File: src/rtl/bip_host_ctrl.sv
// rtl/bip_host_ctrl.sv - host-side sequencer for one BIP start/readback transaction over a UART FIFO pair
//
// Flushes stale receive bytes, sends the start command, then collects two
// response bytes (cycle count, accumulator low byte). Each awaited byte has
// its own idle-cycle timeout.
//
// Ports:
//   clk, reset         clock and synchronous active-high reset
//   go                 start request, only looked at in IDLE
//   busy, done         transaction in progress / one-cycle end pulse
//   timeout_err        a response byte never arrived; cleared by the next go
//   clk_count          first response byte
//   acc_byte           second response byte
//   rx_empty, r_data   receive FIFO status and head byte
//   rd_uart            receive FIFO pop strobe
//   tx_full            transmit FIFO full flag
//   w_data, wr_uart    transmit FIFO byte and push strobe
module bip_host_ctrl #(
  parameter logic [7:0]         CMD_START = 8'd8,
  parameter int                 TO_BITS   = 20,
  parameter logic [TO_BITS-1:0] TO_LIMIT  = 20'hFFFFF
) (
  input  logic       clk,
  input  logic       reset,
  input  logic       go,
  output logic       busy,
  output logic       done,
  output logic       timeout_err,
  output logic [7:0] clk_count,
  output logic [7:0] acc_byte,
  input  logic       rx_empty,
  input  logic [7:0] r_data,
  output logic       rd_uart,
  input  logic       tx_full,
  output logic [7:0] w_data,
  output logic       wr_uart
);

  typedef enum logic [2:0] {
    IDLE     = 3'd0,
    FLUSH    = 3'd1,
    SEND     = 3'd2,
    WAIT_CNT = 3'd3,
    WAIT_ACC = 3'd4,
    DONE     = 3'd5
  } state_t;

  state_t             state;
  state_t             state_next;
  logic [TO_BITS-1:0] to_cnt;
  logic               load_cnt;
  logic               load_acc;
  logic               to_hit;
  logic               entering_wait;
  logic               in_wait;

  always_comb begin
    state_next = state;
    rd_uart    = 1'b0;
    wr_uart    = 1'b0;
    load_cnt   = 1'b0;
    load_acc   = 1'b0;
    to_hit     = 1'b0;
    case (state)
      IDLE: begin
        if (go) state_next = FLUSH;
      end
      FLUSH: begin
        // Drain anything left over from an earlier run, one byte per cycle.
        if (!rx_empty) rd_uart = 1'b1;
        else           state_next = SEND;
      end
      SEND: begin
        if (!tx_full) begin
          wr_uart    = 1'b1;
          state_next = WAIT_CNT;
        end
      end
      WAIT_CNT: begin
        // An arriving byte wins over a timeout that expires in the same cycle.
        if (!rx_empty) begin
          rd_uart    = 1'b1;
          load_cnt   = 1'b1;
          state_next = WAIT_ACC;
        end else if (to_cnt == TO_LIMIT) begin
          to_hit     = 1'b1;
          state_next = DONE;
        end
      end
      WAIT_ACC: begin
        if (!rx_empty) begin
          rd_uart    = 1'b1;
          load_acc   = 1'b1;
          state_next = DONE;
        end else if (to_cnt == TO_LIMIT) begin
          to_hit     = 1'b1;
          state_next = DONE;
        end
      end
      DONE: begin
        state_next = IDLE;
      end
      default: begin
        state_next = IDLE;
      end
    endcase
    // Strobes must stay quiet during reset so FIFO contents survive an abort.
    if (reset) begin
      rd_uart = 1'b0;
      wr_uart = 1'b0;
    end
  end

  assign in_wait       = (state == WAIT_CNT) || (state == WAIT_ACC);
  assign entering_wait = (state_next != state) &&
                         ((state_next == WAIT_CNT) || (state_next == WAIT_ACC));

  always_ff @(posedge clk) begin
    if (reset) begin
      state       <= IDLE;
      busy        <= 1'b0;
      done        <= 1'b0;
      timeout_err <= 1'b0;
      clk_count   <= 8'd0;
      acc_byte    <= 8'd0;
      w_data      <= 8'd0;
      to_cnt      <= '0;
    end else begin
      state <= state_next;
      busy  <= (state_next != IDLE) && (state_next != DONE);
      done  <= (state_next == DONE);

      if ((state == IDLE) && go) begin
        timeout_err <= 1'b0;
        w_data      <= CMD_START;
      end
      if (to_hit)   timeout_err <= 1'b1;
      if (load_cnt) clk_count   <= r_data;
      if (load_acc) acc_byte    <= r_data;

      // Each awaited byte gets a fresh timeout window.
      if (entering_wait)
        to_cnt <= '0;
      else if (in_wait && rx_empty)
        to_cnt <= to_cnt + TO_BITS'(1);
    end
  end

endmodule

File: config.mk
export PLATFORM = sky130hd
export DESIGN_NAME = bip_host_ctrl
export DESIGN_NICKNAME = d
export VERILOG_FILES = /design/src/rtl/bip_host_ctrl.sv
export SDC_FILE = /design/constraint.sdc
export NUM_CORES = 1
export LEC_CHECK = 0
export CAP_MARGIN = 30
export CORE_UTILIZATION = 45
export CTS_CLUSTER_DIAMETER = 150
export DETAILED_ROUTE_END_ITERATION = 12
export GPL_TIMING_DRIVEN = 0
export PLACE_DENSITY = 0.8
export SETUP_SLACK_MARGIN = 0.05
export SLEW_MARGIN = 25
export SYNTH_ARGS = -nofsm -noshare
export SYNTH_HDL_FRONTEND = slang
export SYNTH_SLANG_ARGS = --single-unit
File: constraint.sdc
create_clock -name clk -period 1.65 [get_ports clk]
set_input_delay 0.165 -clock clk [delete_from_list [all_inputs] [get_ports clk]]
set_output_delay 0.165 -clock clk [all_outputs]
set_load 0.05 [all_outputs]
==> flow_summary.yaml <==
worst_setup_path:
  crit_path_top_delay_cell: "or3b_4"
  end_kind: "output port"
  path_class: "reg -> out"
  worstSetupPathDepth: 5
  crit_fanout: 5
  arrival_ns: 1.60
  cpPeakStageDelay_ns: 0.37
  cp_num_buf_inv: 2
  timing.rr.start: "state[2]"
  required_ns: 1.48
  r2r_cells: 5
  crit_chain: "buf_6, or3b_4, o21ai_1, nor3b_4, buf_6"
  crit_start: "state[2]"
  path_delay_family: "simple AND/OR/NAND/NOR gates"
  crit_path_frequent_cell: "buf_6"
  worstSetupStartpointType: "flip-flop"
run_status:
  violations: "negative setup slack"
  outcome: "complete, but fails checks"
final_layout:
  fin_nets: 326
  design_area_um2: 2900
  num_antenna_cells: 0
  fillers: 354
  drive_above_1_share: 0.297
  multi_input_area_um2: 1180
  syn_to_final_growth_pct: 43.5
  seq_area_um2: 885
route:
  wire_per_inst_um: 15.2
  drt_iter0_drc: 157
  dr.pass1.iters: 4
  drc_errors: 0
  routed_wl_um: 5550
  ant_nets: 0
  vias: 2067
  avgViaCountPerCell: 5.66
floorplanning:
  start_util: 0.467
  die_y_um: 69.0
  core_area_um2: 4320
  ios: 42
  rows: 24
  die_w_um: 69.0
  die_area_um2: 4760
placed_design:
  gp_congestion: 0.811
  hpwl_um: 3220
  io_buffers: 33
  placed_area_um2: 2480
  preCtsSetupSlack_ns: -0.599
grt:
  antenna_found_initial: 0
  grt_max_degree: 15
  grt_pass1_wl_um: 8490
  overflow: 0
  track_usage: 0.219
  grt_pass1_vias: 1838
synth:
  async_reset_ff_frac: 0
  synth_edf_count: 0
  netlist_area_um2: 2020
  ys_seq_area_frac: 0.426
  synth_area_leaders: "dfxtp_1 (43%), nand2_1 (7.6%), a21oi_1 (7.4%)"
  yosys.area.top_type_share: 0.426
  synth_cell_types: 48
  ys_ff_latch: 43
  synth_top_area_cell: "dfxtp_1"
  yosysWarnings: 0
  synthFlopType: "dfxtp_1"
  syn_area_per_cell_um2: 8.32
  netlist_instances: 243
pwr:
  power.density_nw_per_um2: 772
  cellLeakagePower_nw: 1.17
  peakVddDrop_uv: 608
timing:
  setup_violations: 6
  hold_viol_final: 0
  period_minus_slack_ns: 1.76
  skew_ns: 0.00988
  fin_ws_ns: -0.112
  fin_crit_sh: 1.07
  relSlewSlack: 0.629
  worst_slew_pin_slew_ns: 0.557
  rsz0062_at_grt: "yes"
  holdWs_ns: 0.404
  fmax_ghz: 0.568
  slew_violations: 0
clock_network:
  numCtsBuffers: 5
  ctsHoldBuffers: 0
  htree_levels: 2
  clockBufferDepth: 2
  cts_tree: "built"
  clkSlewWorstSetupHoldPaths_ns: 0.09
  clock-root-buffer: "clkbuf_8"
  clkLatencyLatePin_ns: 0.31
  clock_sinks: 43
min_path:
  worstHoldPathCells: 3
  holdCritPathClass: "in -> reg"
  min_from: "reset"
job:
  cap_violations: 0
[final cells by class]
type	instances	area share
inverters	4	0.00518
flip-flops and latches	43	0.305
multi-input cells	181	0.406
plain buffers	18	0.0475
clock inverters	3	0.0151
clock buffers	5	0.0237
repair buffers	59	0.175
well taps	52	0.0224
[synthesized netlist by cell type (all sizes together) (2+ instances only)]
master   number
o211ai        3
nand4         6
xnor2         5
o31ai         7
a21o          2
or4           6
o2111ai       2
nand3         6
a21oi        30
dfxtp        43
a211oi        5
inv           4
nor2         17
nand2        41
clkbuf        8
or2           3
and4          5
nand3b        3
xor2          4
o21ai         7
nor3          4
buf          13
[flip-flops by register name, summed over array words and instances (netlist names)]
register,flops
state,3
w_data,1
timeout_err,1
acc_byte,8
clk_count,8
to_cnt,20
busy,1
done,1
[cell families (layout without fill, tap and decap cells)]
| family | Yosys count | in the layout | synth area share |
|---|---|---|---|
| simple gates | 100 | 100 | 0.264 |
| compound gates | 63 | 63 | 0.193 |
| flops | 43 | 43 | 0.426 |
| buf+inv | 25 | 89 | 0.0656 |
| xor+xnor | 9 | 9 | 0.0390 |
| fa+ha+maj | 1 | 1 | 0.00619 |
| other cells | 1 | 7 | 0.00186 |
| mux | 1 | 1 | 0.00495 |
[where the power goes]
part	switching, mW	internal [mW]	leakage, nW
combinational	0.207	0.129	0.759
sequential	0.0175	1.05	0.355
clock	0.382	0.451	0.0581
[worst min-delay path, cell delays in order]
cell and delay [ns]:
clkbuf_1 0.21, nor2_1 0.16, o2bb2ai_1 0.13
[cell usage in the layout, fill, tap and decap left out, drive strengths merged, types with 7 or more instances in the layout]
cell type / n
nor2: 17
dlygate4sd2: 18
dfxtp: 43
o21ai: 7
conb: 7
clkbuf: 13
buf: 38
nand2: 41
clkdlybuf4s50: 10
a21oi: 30
o31ai: 7
[metrics by stage]
step	power, mW	utilization	instances	setup TNS [ns]
CTS	2.23	0.633	356	-0.139
finish	2.24	0.671	365	-0.370
detailed placement	1.41	0.573	334	-10.16
global placement	1.40	0.573	334	-8.80
global route	2.32	0.671	365	-0.880
floorplan	1.32	-	249	0
[path summary, 6_finish.rpt]
path / end / slack [ns]
max: rd_uart / -0.11
max reg2reg: to_cnt[16] / -0.10
min reg2reg: acc_byte[1] / 0.46
min: done / 0.40
[timing repair]
item / CTS / global route
buffers inserted: 16 / 9
cloned: 0 / 1
gates resized for setup: 57 / 25
pin swaps: 5 / 12
endpoints found under the setup margin: 59 / 42
[layer usage]
metal | track usage | up-vias | part of all wire | routed length (µm)
met3 | 0.0453 | 10 | 0.056 | 308
met5 | 0 | - | 0 | 0
met1 | 0.295 | 994 | 0.46 | 2530
met2 | 0.334 | 70 | 0.47 | 2590
met4 | 0.0998 | 0 | 0.020 | 112
li1 | - | 993 | - | -
(Power assumes the default switching activity.)
